## src/rtl/lift_pkg.sv

```systemverilog
// Shared types and default constants for the SCAN lift controller.
// Provides state/direction enums and default parameter values.
package lift_pkg;

  typedef enum logic [1:0] {
    IDLE,
    MOVE,
    DWELL
  } state_e;

  typedef enum logic {
    DIR_UP,
    DIR_DOWN
  } dir_e;

  localparam int DEF_NUM_FLOORS  = 8;
  localparam int DEF_MOVE_CYCLES = 4;
  localparam int DEF_DOOR_CYCLES = 8;

endpackage

```

## src/rtl/lift_timer.sv

```systemverilog
// Loadable down-counter shared by travel and door-dwell timing.
// Ports: clk, reset_n, load, value (reload count), done (last cycle of count).
module lift_timer #(
  parameter int W = 4
) (
  input  logic         clk,
  input  logic         reset_n,
  input  logic         load,
  input  logic [W-1:0] value,
  output logic         done
);

  logic [W-1:0] cnt_q;

  always_ff @(posedge clk or negedge reset_n) begin
    if (!reset_n) begin
      cnt_q <= '0;
    end else if (load) begin
      cnt_q <= value;
    end else if (cnt_q != '0) begin
      cnt_q <= cnt_q - 1'b1;
    end
  end

  // A load of N expires on the N-th cycle after the load edge.
  assign done = (cnt_q == W'(1));

endmodule

```

## src/rtl/lift_ctrl_scan.sv

```systemverilog
// Multi-floor SCAN lift controller: latches calls, serves them in sweep order.
// Ports: clk, reset_n, call[NUM_FLOORS], door_hold (only with LIFT_DOOR_HOLD_EN),
// floor, door, up, down, stop, pending (all outputs registered).
import lift_pkg::*;

module lift_ctrl_scan #(
  parameter int NUM_FLOORS  = DEF_NUM_FLOORS,
  parameter int FLOOR_W     = $clog2(NUM_FLOORS),
  parameter int MOVE_CYCLES = DEF_MOVE_CYCLES,
  parameter int DOOR_CYCLES = DEF_DOOR_CYCLES
) (
  input  logic                  clk,
  input  logic                  reset_n,
  input  logic [NUM_FLOORS-1:0] call,
`ifdef LIFT_DOOR_HOLD_EN
  input  logic                  door_hold,
`endif
  output logic [FLOOR_W-1:0]    floor,
  output logic                  door,
  output logic                  up,
  output logic                  down,
  output logic                  stop,
  output logic [NUM_FLOORS-1:0] pending
);

  localparam int MAXC = (MOVE_CYCLES > DOOR_CYCLES) ?
                        MOVE_CYCLES : DOOR_CYCLES;
  localparam int TW = $clog2(MAXC + 1);
  localparam logic [TW-1:0] MOVE_LD = TW'(MOVE_CYCLES);
  localparam logic [TW-1:0] DOOR_LD = TW'(DOOR_CYCLES);
  localparam logic [NUM_FLOORS-1:0] ONE = NUM_FLOORS'(1);

  state_e                  state_q, state_d;
  dir_e                    dir_q, dir_d;
  logic [FLOOR_W-1:0]      floor_q, floor_d;
  logic [NUM_FLOORS-1:0]   pend_q, pend_d;
  logic                    door_q, up_q, down_q, stop_q;

  logic                    tmr_load;
  logic [TW-1:0]           tmr_val;
  logic                    tmr_done;
  logic                    hold;

  logic [NUM_FLOORS-1:0]   pc;
  logic [NUM_FLOORS-1:0]   cur_bit, nxt_bit;
  logic [FLOOR_W-1:0]      nxt_floor;
  logic                    above, below;
  logic                    ahead, behind, at_end;

`ifdef LIFT_DOOR_HOLD_EN
  assign hold = door_hold;
`else
  assign hold = 1'b0;
`endif

  lift_timer #(.W(TW)) u_timer (
    .clk     (clk),
    .reset_n (reset_n),
    .load    (tmr_load),
    .value   (tmr_val),
    .done    (tmr_done)
  );

  // Fresh calls join the decision in the same cycle they arrive.
  assign pc        = pend_q | call;
  assign cur_bit   = ONE << floor_q;
  assign nxt_floor = (dir_q == DIR_UP) ? floor_q + 1'b1
                                       : floor_q - 1'b1;
  assign nxt_bit   = ONE << nxt_floor;
  assign at_end    = (dir_q == DIR_UP) ?
                     (floor_q == FLOOR_W'(NUM_FLOORS - 1)) :
                     (floor_q == '0);

  always_comb begin
    above = 1'b0;
    below = 1'b0;
    for (int i = 0; i < NUM_FLOORS; i++) begin
      if (FLOOR_W'(i) > floor_q) above = above | pc[i];
      if (FLOOR_W'(i) < floor_q) below = below | pc[i];
    end
  end

  assign ahead  = (dir_q == DIR_UP) ? above : below;
  assign behind = (dir_q == DIR_UP) ? below : above;

  always_comb begin
    state_d  = state_q;
    dir_d    = dir_q;
    floor_d  = floor_q;
    pend_d   = pc;
    tmr_load = 1'b0;
    tmr_val  = MOVE_LD;
    unique case (state_q)
      IDLE: begin
        pend_d = pc & ~cur_bit;
        if (pc[floor_q]) begin
          state_d  = DWELL;
          tmr_load = 1'b1;
          tmr_val  = DOOR_LD;
        end else if (ahead) begin
          state_d  = MOVE;
          tmr_load = 1'b1;
        end else if (behind) begin
          state_d  = MOVE;
          dir_d    = (dir_q == DIR_UP) ? DIR_DOWN : DIR_UP;
          tmr_load = 1'b1;
        end
      end
      MOVE: begin
        if (tmr_done) begin
          if (at_end) begin
            // Unreachable with a sane pending map; keeps floor in range.
            state_d = IDLE;
          end else begin
            floor_d  = nxt_floor;
            tmr_load = 1'b1;
            if ((pc & nxt_bit) != '0) begin
              pend_d  = pc & ~nxt_bit;
              state_d = DWELL;
              tmr_val = DOOR_LD;
            end
          end
        end
      end
      DWELL: begin
        pend_d = pc & ~cur_bit;
        if (call[floor_q] || hold) begin
          tmr_load = 1'b1;
          tmr_val  = DOOR_LD;
        end else if (tmr_done) begin
          state_d = IDLE;
        end
      end
      default: state_d = IDLE;
    endcase
  end

  always_ff @(posedge clk or negedge reset_n) begin
    if (!reset_n) begin
      state_q <= IDLE;
      dir_q   <= DIR_UP;
      floor_q <= '0;
      pend_q  <= '0;
      door_q  <= 1'b1;
      stop_q  <= 1'b1;
      up_q    <= 1'b0;
      down_q  <= 1'b0;
    end else begin
      state_q <= state_d;
      dir_q   <= dir_d;
      floor_q <= floor_d;
      pend_q  <= pend_d;
      door_q  <= (state_d != MOVE);
      stop_q  <= (state_d != MOVE);
      up_q    <= (state_d == MOVE) && (dir_d == DIR_UP);
      down_q  <= (state_d == MOVE) && (dir_d == DIR_DOWN);
    end
  end

  assign floor   = floor_q;
  assign door    = door_q;
  assign up      = up_q;
  assign down    = down_q;
  assign stop    = stop_q;
  assign pending = pend_q;

endmodule

```

## config.mk

```make
export PLATFORM = sky130hd
export DESIGN_NAME = lift_ctrl_scan
export DESIGN_NICKNAME = d
export VERILOG_FILES = /design/src/rtl/lift_pkg.sv /design/src/rtl/lift_timer.sv /design/src/rtl/lift_ctrl_scan.sv
export SDC_FILE = /design/constraint.sdc
export NUM_CORES = 1
export LEC_CHECK = 0
export CAP_MARGIN = 25
export CORE_ASPECT_RATIO = 0.6
export CORE_MARGIN = 8
export CORE_UTILIZATION = 55
export CTS_BUF_LIST = sky130_fd_sc_hd__clkbuf_4 sky130_fd_sc_hd__clkbuf_8
export CTS_CLUSTER_SIZE = 8
export DETAILED_ROUTE_END_ITERATION = 12
export PLACE_DENSITY = 0.86
export SETUP_SLACK_MARGIN = 0.4
export SLEW_MARGIN = 20
export SYNTH_ARGS = -nofsm -noshare
export SYNTH_HDL_FRONTEND = slang
export SYNTH_SLANG_ARGS = --single-unit
```

## constraint.sdc

```tcl
create_clock -name clk -period 7.5 [get_ports clk]
set_clock_uncertainty 0.05 [all_clocks]
set_input_delay 1.875 -clock clk [delete_from_list [all_inputs] [get_ports clk]]
set_output_delay 1.875 -clock clk [all_outputs]
set_load 0.05 [all_outputs]
```

==> flow_summary.toml <==
[timing]
worst_slew_margin_rel_pct = 55.0
period_minus_slack_ns = 3.98
rsz0062_at_grt = "false"
fin_crit_sh_pct = 53.1
clock.fmax_mhz = 251
worst_slew_pin_slew_ns = 0.676
maxSlewViolCount = 0
hold_violations = 0
setup_viol = 0
fin_setup_tns_ns = 0

[critical_path]
cp-end-kind = "flop"
critical_path_arrival_ns = 4.12
cp-start-kind = "input pin"
crit_required_ns = 7.64
reg2reg_slack_ns = 4.17
worstReg2RegEnd = "state_q[1]"
cpPeakStageDelay_ns = 0.45
crit_slowest_cell = "a221o_1"
r2r_start = "floor[0]"
cp-startpoint = "call[1]"
path_class = "input pin to flop"
endpoint = "u_timer.cnt_q[1]"
crit_fanout = 6
path_cells = "clkdlybuf4s50_1 > nor2_1 > nand4_1 > a221o_1 > a2111oi_0 > o31ai_1 > nor3_1"
ff2ff_path_depth = 8

[floorplanning]
ios = 25
die_h_um = 57.6
start_util_pct = 56.6
chipWidth_um = 85.3
placementRows = 15
core-area_um2 = 2800
die-area_um2 = 4910

[cts]
worst_skew_pair.late_latency_ns = 0.27
postCtsSetupRepairBufs = 0
clockBufferDepth = 2
hold_buffers = 0
clkSinkCount = 21
cts_tree = "done"
h-tree-depth = 1
clk_pin_slew_worst_paths_ns = 0.08
numCtsBuffers = 3
cts_resized = 0
cts-root-buf = "clkbuf_8"

[synthesis]
synth.area.top_cells = "dfrtp_1 (32%), ha_1 (7.9%), mux4_2 (5.7%)"
synth_edf_count = 0
yosysSeqAreaShare_pct = 33.3
yosysWarnings = 0
synth_ff_type = "dfrtp_1"
synth-async-reset-ratio_pct = 100
synth_cell_type_count = 51
syn_area_per_cell_um2 = 10.2
netlist.area_leader.share_pct = 31.6
synth_seq_cells = 21
syn-num-nets = 175
syn_area_um2 = 1580
synth_largest_area_cell = "dfrtp_1"
synth_cells = 155

[route]
drt-initial-drc-count = 222
wl_per_cell_um = 21.1
via_per_inst = 6.89
ant_nets = 0
drc = 0
vias = 1461
wirelength_um = 4470
drt_pass1_iterations = 4

[final_layout]
drive_above_1_share_pct = 12.4
diodes = 0
fin_util_pct = 66.5
area_delta_synth_final_pct = 17.5
nNetsFinal = 199

[place]
io_buffers = 24
dp_hpwl_um = 3450
place_congestion = 0.970

[grt]
grt_pass1_wl_um = 7420
grt_max_degree = 22
grt_overflow = 0
antenna_found_initial = 0
grt_usage_pct = 19.1
grt_pass1_vias = 1417

[status]
status = "finished, final reports clean"

[power_and_ir_drop]
leakagePower_nw = 0.729
p_per_area_nw_per_um2 = 379
peakVddDrop_v = 0.000241

[run]
maxCapViolations = 0

[worst_hold_path]
hold_class = "flop to flop"
## cells in the final DEF (no fill, tap or decap), drive strengths merged, types with 2 or more instances in the layout
cell	instances
clkbuf	3
clkinv	2
nand2	9
and2b	2
mux2	2
nor3	4
a21oi	8
mux4	4
clkdlybuf4s50	24
a221oi	8
mux2i	3
xnor2	4
o21ai	3
or3	2
a21o	5
nor3b	3
nor2	23
dfrtp	20
a2111oi	5
o31ai	2
inv	8
a311oi	3
ha	10
## flip-flops by register name, summed over array words and instances, names as in the netlist
| register | flops |
|---|---|
| pending | 8 |
| u_timer.cnt_q | 4 |
| floor | 3 |
| state_q | 2 |
| dir_q | 1 |
| down | 1 |
| stop | 1 |
| up | 1 |
## through the flow
stage,hold WS [ns],power [W],setup WS (ns),area [µm²],std cells
floorplan,0.496,0.000530,4.09,1580,155
global placement,0.529,0.000609,3.35,1800,207
detailed placement,0.576,0.000625,3.27,1800,207
CTS,0.594,0.000703,3.55,1850,211
global route,0.616,0.000752,3.34,1860,212
finish,0.583,0.000705,3.52,1860,212
## routing by layer
metal | vias up | routed length [µm] | share of wire, % | GRT usage (%)
li1 | 642 | - | - | -
met1 | 721 | 1870 | 42 | 25.3
met2 | 86 | 2110 | 47 | 30.3
met3 | 12 | 412 | 9.2 | 3.72
met4 | 0 | 78 | 1.7 | 6.44
met5 | - | 0 | 0 | 0
## synthesized netlist by cell type (3+ instances only)
master / count
a2111oi_0: 5
a21o_1: 5
a21oi_1: 8
a221oi_1: 7
dfrtp_1: 20
ha_1: 10
inv_1: 8
mux2i_1: 3
mux4_2: 4
nand2_1: 8
nor2_1: 22
nor3_1: 4
o21ai_0: 3
xnor2_1: 4
## layout make-up
type,count,area [µm²]
Timing Repair Buffer,25,251
Inverter,9,33.8
Fill cell,213,936
Sequential cell,21,527
Clock inverter,1,5.00
Tap cell,34,42.5
Clock buffer,3,41.3
Multi-Input combinational cell,119,960
## how the worst min path moves through the flow
stage / start / endpoint / slack, ns / cells after the start
floorplan: u_timer.cnt_q[1] / u_timer.cnt_q[1] / 0.50 / 2
finish: u_timer.cnt_q[1] / u_timer.cnt_q[1] / 0.58 / 2
global placement: u_timer.cnt_q[1] / u_timer.cnt_q[1] / 0.53 / 2
global route: u_timer.cnt_q[1] / u_timer.cnt_q[1] / 0.62 / 2
CTS: u_timer.cnt_q[1] / u_timer.cnt_q[1] / 0.59 / 2
detailed placement: u_timer.cnt_q[1] / u_timer.cnt_q[1] / 0.58 / 2
## cell families after synthesis
family | synth area share, %
xor gates and xnor gates | 3.95
adders and majority gates | 7.91
buffers and inverters | 6.09
and+or+nand+nor | 14.4
muxes | 9.25
DFF | 33.3
AOI/OAI and AO/OA | 25.1
## critical path: cells and delay by family
family | cells | cell delay (ns)
compound gates | 3 | 1.06
buf+inv | 1 | 0.42
simple gates | 3 | 0.77
## power by group
part           internal (W)  switching (W)
Sequential         0.000144      0.0000612
Combinational      0.000177       0.000248
Clock             0.0000371      0.0000389
Note: power is estimated with default switching activity, not from simulation.
